## src/rtl/csa_resolve_seq.sv

```systemverilog
// csa_resolve_seq: sequential carry-propagate resolver for carry-save pairs.
// Adds s0+s1 CHUNK bits per cycle through one small adder and a carry flop,
// so the full-width carry chain is never built. Valid/ready on both sides.
module csa_resolve_seq #(
  parameter int unsigned SIZE  = 8,
  parameter int unsigned CHUNK = 3
) (
  input  logic            clk,
  input  logic            rst,
  input  logic            in_valid,
  output logic            in_ready,
  input  logic [SIZE:0]   s0,
  input  logic [SIZE:0]   s1,
  output logic            out_valid,
  input  logic            out_ready,
  output logic [SIZE+1:0] sum,
  output logic            busy
);

  localparam int unsigned NS = (SIZE + 1 + CHUNK - 1) / CHUNK;
  localparam int unsigned W  = NS * CHUNK;
  localparam int unsigned IW = (NS > 1) ? $clog2(NS) : 1;
  localparam int unsigned SW = SIZE + 2;

  localparam logic [1:0] ST_IDLE = 2'd0;
  localparam logic [1:0] ST_RUN  = 2'd1;
  localparam logic [1:0] ST_DONE = 2'd2;

  logic [1:0]    state_q, state_d;
  logic [IW-1:0] idx_q, idx_d;
  logic          carry_q, carry_d;
  logic [W-1:0]  a_q, a_d;
  logic [W-1:0]  b_q, b_d;
  logic [W-1:0]  res_q, res_d;

  logic [CHUNK-1:0] a_sl;
  logic [CHUNK-1:0] b_sl;
  logic [CHUNK:0]   add;

  // Select the operand slices addressed by the current slice index.
  always_comb begin
    a_sl = '0;
    b_sl = '0;
    for (int unsigned i = 0; i < NS; i++) begin
      if (idx_q == IW'(i)) begin
        a_sl = a_q[i*CHUNK +: CHUNK];
        b_sl = b_q[i*CHUNK +: CHUNK];
      end
    end
  end

  // Single CHUNK+1-bit adder shared by every slice.
  always_comb begin
    add = {1'b0, a_sl} + {1'b0, b_sl} + {{CHUNK{1'b0}}, carry_q};
  end

  // Next-state and datapath update for IDLE -> RUN -> DONE.
  always_comb begin
    state_d = state_q;
    idx_d   = idx_q;
    carry_d = carry_q;
    a_d     = a_q;
    b_d     = b_q;
    res_d   = res_q;
    case (state_q)
      ST_IDLE: begin
        if (in_valid) begin
          a_d     = W'(s0);
          b_d     = W'(s1);
          carry_d = 1'b0;
          idx_d   = '0;
          res_d   = '0;
          state_d = ST_RUN;
        end
      end
      ST_RUN: begin
        for (int unsigned i = 0; i < NS; i++) begin
          if (idx_q == IW'(i)) begin
            res_d[i*CHUNK +: CHUNK] = add[CHUNK-1:0];
          end
        end
        carry_d = add[CHUNK];
        if (idx_q == IW'(NS - 1)) begin
          state_d = ST_DONE;
        end else begin
          idx_d = idx_q + IW'(1);
        end
      end
      ST_DONE: begin
        if (out_ready) begin
          state_d = ST_IDLE;
        end
      end
      default: begin
        state_d = ST_IDLE;
      end
    endcase
  end

  // State and datapath registers; reset aborts any job in flight.
  always_ff @(posedge clk) begin
    if (rst) begin
      state_q <= ST_IDLE;
      idx_q   <= '0;
      carry_q <= 1'b0;
      a_q     <= '0;
      b_q     <= '0;
      res_q   <= '0;
    end else begin
      state_q <= state_d;
      idx_q   <= idx_d;
      carry_q <= carry_d;
      a_q     <= a_d;
      b_q     <= b_d;
      res_q   <= res_d;
    end
  end

  // Status decodes of the state register; the sum drops only zero padding.
  assign in_ready  = (state_q == ST_IDLE);
  assign out_valid = (state_q == ST_DONE);
  assign busy      = (state_q != ST_IDLE);
  assign sum       = SW'({carry_q, res_q});

endmodule

```

## config.mk

```make
export PLATFORM = sky130hd
export DESIGN_NAME = csa_resolve_seq
export DESIGN_NICKNAME = d
export VERILOG_FILES = /design/src/rtl/csa_resolve_seq.sv
export SDC_FILE = /design/constraint.sdc
export NUM_CORES = 1
export LEC_CHECK = 0
export BUFFER_PORTS_ARGS = -buffer_cell sky130_fd_sc_hd__buf_4
export CAP_MARGIN = 25
export CORE_MARGIN = 2
export CORE_UTILIZATION = 40
export CTS_BUF_LIST = sky130_fd_sc_hd__clkbuf_4 sky130_fd_sc_hd__clkbuf_8
export DETAILED_ROUTE_END_ITERATION = 7
export PLACE_DENSITY = 0.64
export REMOVE_ABC_BUFFERS = 1
export SYNTH_ARGS = -nofsm -noshare
export SYNTH_HDL_FRONTEND = slang
export SYNTH_SLANG_ARGS = --single-unit
```

## constraint.sdc

```tcl
create_clock -name clk -period 6.9 [get_ports clk]
set_input_delay 0.69 -clock clk [delete_from_list [all_inputs] [get_ports clk]]
set_output_delay 0.69 -clock clk [all_outputs]
set_load 0.005 [all_outputs]
```

-- Yosys cells after proc, flatten, opt, wreduce, memory -nomap -nowiden
Cells that the tools add are included.
- add/subtract/negate cells: 3
- eq/ne operators: 10
- multiplexer cells: 20
- reductions and logical operators: 11
- operators with widths (kind ; number):
    two-way mux 3 bit ; 9
    one-hot mux 9 bit (2 select lines) ; 1
    AND reduction 3 bit ; 5
    two-way mux 2 bit ; 5
    != test 2 bit, second input constant ; 5
    two-way mux 9 bit ; 1
    one-hot mux 2 bit (3 select lines) ; 1
    adder 3 x 3 -> 4 bit ; 1
    adder 4 x 1 -> 4 bit ; 1
    == test 2 x 1 -> 1 bit, second input constant ; 2
    == test 2 bit, second input constant ; 2
    logical NOT 2 bit ; 2
    one-hot mux 2 bit (2 select lines) ; 1
    AND reduction 2 bit ; 2
    nonzero test 2 bit ; 2
    adder 2 x 1 -> 2 bit, second input constant ; 1
    != test 2 x 1 -> 1 bit, second input constant ; 1
    one-hot mux 1 bit (2 select lines) ; 1
    two-way mux 1 bit ; 1
- bits in registers: 32
- bits of input ports: 22
- logic and storage cells: 52

-- Logic depth before layout (Yosys ltp)
- word-level depth: 8
- mapped depth: 12
- mapped depth without buffers: 11

-- Least setup slack after synthesis
OpenSTA, ideal clock, no wires.
- path type: register -> register
- from: register idx_q[0]
- to: register res_q[1]
- setup time: 0.072 ns
- data arrival time: 2.631 ns
- data required time: 6.828 ns
- slack: 4.197 ns
- cell stages (with the launch flop): 11
- period minus slack after synthesis: 2.703 ns
- cells stage by stage: dfxtp_1 > inv_1 > ha_1 > clkbuf_1 > clkbuf_1 > o21ai_0 > fa_1 > inv_1 > fa_1 > or3_1 > mux2i_1
- word-level cells in the longest chain between the ends: 8
- elaborated cells on any way between the ends: 15
- RTL lines (element ; line ; source):
    start, declared ; 30 ; logic [IW-1:0] idx_q, idx_d;
    start signal, assigned ; 111 ; idx_q <= idx_d;
    logical NOT 2 bit ; 45, 78 ;
    two-way mux 3 bit (3 in series) ; 45 ; if (idx_q == IW'(i)) begin
    adder 3 x 3 -> 4 bit ; 54 ; add = {1'b0, a_sl} + {1'b0, b_sl} + {{CHUNK{1'b0}}, carry_q};
    adder 4 x 1 -> 4 bit ; 54 ;
    two-way mux 3 bit ; 78 ; if (idx_q == IW'(i)) begin
    one-hot mux 9 bit (2 select lines) ; 65 ; case (state_q)
    end signal, assigned ; 115 ; res_q <= res_d;
    end, declared ; 34 ; logic [W-1:0] res_q, res_d;
Parallel ways exist; a longest one is shown, timed or not. The select of a mux whose other input is x is not followed.
A chain may end at the register's enable or synchronous reset.

-- Worst setup path in the final report
- from: register idx_q[1]
- to: register res_q[1]
Same word-level chain as after synthesis.

==> summary.md <==
### Logic synthesis
- count leader, synth: sky130_fd_sc_hd__nand2_1
- post-synthesis area per instance: 8.33 um2
- most frequent cells after synthesis: 47 x sky130_fd_sc_hd__nand2_1, 32 x sky130_fd_sc_hd__dfxtp_1, 29 x sky130_fd_sc_hd__a21oi_1
- synthesis-stage register bit count: 32
- largest cells by area after synthesis: sky130_fd_sc_hd__dfxtp_1 40%, sky130_fd_sc_hd__nand2_1 11%, sky130_fd_sc_hd__a21oi_1 9.1%, sky130_fd_sc_hd__mux2i_1 4.4%, sky130_fd_sc_hd__ha_1 3.9%
- Post-synth ARST share: 0%
- flip-flop cell with the highest count after synthesis: sky130_fd_sc_hd__dfxtp_1
- number of distinct library cell variants in the gate-level netlist after synthesis: 31
- portion of the post-synthesis area used by sequential elements: 40.3%
- number of flops mapped to enable cells by yosys: 0
- netlist area before placement: 1590 um2
- count of warnings emitted by yosys: 0
- cell count after synthesis: 191
- Synth area leader: sky130_fd_sc_hd__dfxtp_1
- area share of the largest cell type after synthesis: 40.3%

### Clock tree
- TritonCTS clock tree: built
- quantity of gates resized following cts: 0
- CTS Buf Count: 5
- number of buffers between clock root and the deepest sink: 2
- Clock Pin Slew Worst Setup and Hold Paths: 60 ps
- clock sinks: 32
- number of post-CTS setup repair buffers: 0
- latest clock arrival within the worst-skew pair: 280 ps
- H-Tree Depth: 2
- hold buffers post-CTS: 0
- root buf cell: sky130_fd_sc_hd__clkbuf_8

### Layout
- Layout Area Growth over Synthesis: 22.2%
- area occupied by registers: 641 um2
- share of cells above drive strength 1: 22.2%
- number of inserted diodes: 0
- share of the core filled with cells: 51.9%
- Nets: 249
- area occupied by multi-input gates: 872 um2
- Fill cells: 401

### Route
- count of vias placed by the detailed router: 1331
- met2 WL post-DR: 1.38 mm
- average wire per cell in the routed design: 11.6 um
- DRC violations left: 0
- amount of wire on met3 after detailed routing: 156 um
- total routed wire length on the met1 layer: 1.54 mm
- sum of routed wire length over all layers: 3.11 mm
- antenna viol nets, final: 0
- number of search-and-repair iterations in the first detailed-routing pass: 4
- top routing layer used: met4
- number of vias per cell: 4.95
- starting DRC count in detailed routing: 47

### Power
- Peak VDD IR: 0.000122 V
- Power Density: 216 nW/um2
- net switching power of the design: 0.104 mW
- combinational group share of total power: 15.4%
- Clock Power Share: 36.5%
- switching share of power: 24.8%
- register share of total power: 48.0%
- total internal power: 0.316 mW
- leakage power of the design: 0.804 nW

### Worst setup path
- Worst path top cell family by delay: adder cells
- worst setup path class: reg -> reg
- worst reg2reg path endpoint: res_q[1]$_SDFFE_PP0P_
- CP max stage delay: 450 ps
- Critical Path Sink Type: flip-flop
- Reg-to-Reg Start: idx_q[1]$_SDFFE_PP0P_
- Worst R2R Setup Slack: 4120 ps
- Worst Reg-to-Reg Cells: 10
- number of buffer and inverter stages on the critical path: 2
- WP data required: 7110 ps
- Worst setup SP type: flip-flop
- slowest stage cell, crit path: sky130_fd_sc_hd__fa_1
- Worst EP arrival: 2990 ps
- worst-path cell chain: inv_1 -> ha_1 -> and3b_1 -> a21oi_1 -> o21ai_0 -> fa_1 -> inv_1 -> fa_1 -> or3_1 -> mux2i_1
- worst-path fanout max: 13

### Global route
- first-pass GRT wire length: 5.41 mm
- number of antenna violations at the first check in global routing: 0
- GRT overflow: 0
- Global Route Usage Sum: 16.2%
- pin count of the biggest net entering global routing: 36
- vias in the first global route: 1222

### Outcome
- outcome: finished, final reports clean

### Floorplan
- width of the chip: 67.1 um
- core outline area: 3740 um2
- I/O pin total: 35
- row count: 22
- total die area: 4500 um2
- height of the chip: 67.1 um
- effective utilization at floorplan: 42.5%

### Placed design
- count of input and output buffers: 34
- RD Place Congestion: 0.869
- HPWL reported at the end of detailed placement: 2.24 mm

### Timing
- Period Utilization, post-route: 40.2%
- RSZ-0062 raised after global routing: false
- number of max-slew violations in the final report: 0
- worst clock skew on the final layout: 3.33 ps
- time the worst path needs with I/O delays and setup: 2780 ps
- actual transition at the worst max-transition pin: 725 ps
- endpoints failing setup: 0
- headroom to the max-slew limit: 51.7%
- Final Hold Violating Endpoints: 0
- timing-limited maximum frequency: 0.360 GHz
- Setup Total Neg Slack: 0 ps

### Flow run
- count of max-cap constraint violations: 0

### Hold path
- type of the tightest min-delay check: reg -> reg
- terminating pin of the worst hold path: b_q[2]$_SDFFE_PP0P_
- instance count along the most critical hold path: 2
- worst hold path startpoint: b_q[2]$_SDFFE_PP0P_

[power groups by stage]
| stage | logic (mW) | clock network [mW] | registers, mW |
|---|---|---|---|
| floorplan | 0.0413 | 0 | 0.204 |
| global placement | 0.0653 | 0 | 0.206 |
| detailed placement | 0.0664 | 0 | 0.206 |
| CTS | 0.0668 | 0.157 | 0.202 |
| global route | 0.0748 | 0.165 | 0.203 |
| finish | 0.0648 | 0.153 | 0.202 |
[cells by family after synthesis]
group | Yosys count | synth area share (%)
simple gates | 83 | 28.1
compound gates | 44 | 15.3
flops | 32 | 40.3
buf+inv | 17 | 4.95
mux | 7 | 4.40
fa+ha+maj | 7 | 6.45
xor+xnor | 1 | 0.550
[tightest hold or removal path: stages (launching register included)]
cell	delay [ps]
sky130_fd_sc_hd__dfxtp_1	300
sky130_fd_sc_hd__nand2_1	50
sky130_fd_sc_hd__a21oi_1	50
[cells in the final DEF, fill, tap and decap left out, types with 2 or more instances in the layout]
| master | Yosys | final |
|---|---|---|
| sky130_fd_sc_hd__nor2_1 | 2 | 2 |
| sky130_fd_sc_hd__a31oi_1 | 2 | 2 |
| sky130_fd_sc_hd__nand2b_4 | 2 | 2 |
| sky130_fd_sc_hd__o21ai_0 | 6 | 6 |
| sky130_fd_sc_hd__a21oi_2 | 2 | 2 |
| sky130_fd_sc_hd__and3b_1 | 6 | 6 |
| sky130_fd_sc_hd__mux2i_1 | 7 | 7 |
| sky130_fd_sc_hd__nor2b_1 | 2 | 2 |
| sky130_fd_sc_hd__fa_1 | 2 | 2 |
| sky130_fd_sc_hd__a21oi_1 | 29 | 29 |
| sky130_fd_sc_hd__inv_1 | 5 | 5 |
| sky130_fd_sc_hd__clkbuf_4 | 0 | 2 |
| sky130_fd_sc_hd__o21a_1 | 2 | 2 |
| sky130_fd_sc_hd__nand3b_1 | 3 | 3 |
| sky130_fd_sc_hd__ha_1 | 5 | 5 |
| sky130_fd_sc_hd__buf_4 | 3 | 34 |
| sky130_fd_sc_hd__nand2b_1 | 8 | 8 |
| sky130_fd_sc_hd__or3b_1 | 3 | 3 |
| sky130_fd_sc_hd__or3_1 | 3 | 3 |
| sky130_fd_sc_hd__clkbuf_8 | 0 | 6 |
| sky130_fd_sc_hd__nand2_1 | 47 | 47 |
| sky130_fd_sc_hd__dfxtp_1 | 32 | 32 |
| sky130_fd_sc_hd__nand3_1 | 4 | 4 |
[state kept, by name (all words and copies together), names as in the netlist]
register	cells
a_q	9
state_q	2
res_q	9
b_q	9
carry_q	1
idx_q	2
[cell type report]
type,instances,share of cell area [%]
clock buffer,8,5.02
inverter,5,0.965
multi-input combinational,142,44.9
sequential,32,32.9
tap,48,3.09
timing repair buffer,34,13.1
[metal layers]
metal  global-route usage (%)  vias up
met3                     4.73        3
met4                     6.89        0
met2                     25.4       31
met1                     20.6      596
li1                         -      701
met5                        0        -
[worst max-delay path by stage]
stage | start | end | slack, ps | cells past startpoint
detailed placement | idx_q[0]$_SDFFE_PP0P_ | res_q[4]$_SDFFE_PP0P_ | 4120 | 8
CTS | idx_q[1]$_SDFFE_PP0P_ | res_q[1]$_SDFFE_PP0P_ | 4100 | 10
global placement | idx_q[1]$_SDFFE_PP0P_ | res_q[4]$_SDFFE_PP0P_ | 4210 | 10
global route | idx_q[0]$_SDFFE_PP0P_ | res_q[1]$_SDFFE_PP0P_ | 3890 | 8
floorplan | idx_q[1]$_SDFFE_PP0P_ | res_q[1]$_SDFFE_PP0P_ | 4360 | 10
finish | idx_q[1]$_SDFFE_PP0P_ | res_q[1]$_SDFFE_PP0P_ | 4120 | 10
[per-stage QoR]
stage               area [um2]  std cells  hold slack [ps]  total power [mW]  setup WS [ps]
floorplan                 1530        179              426             0.245           4360
global placement          1850        261              444             0.271           4210
detailed placement        1850        261              450             0.272           4120
CTS                       1940        269              459             0.425           4100
global route              1940        269              471             0.442           3890
finish                    1940        269              453             0.420           4120
Note: power is estimated with default switching activity, not from simulation.
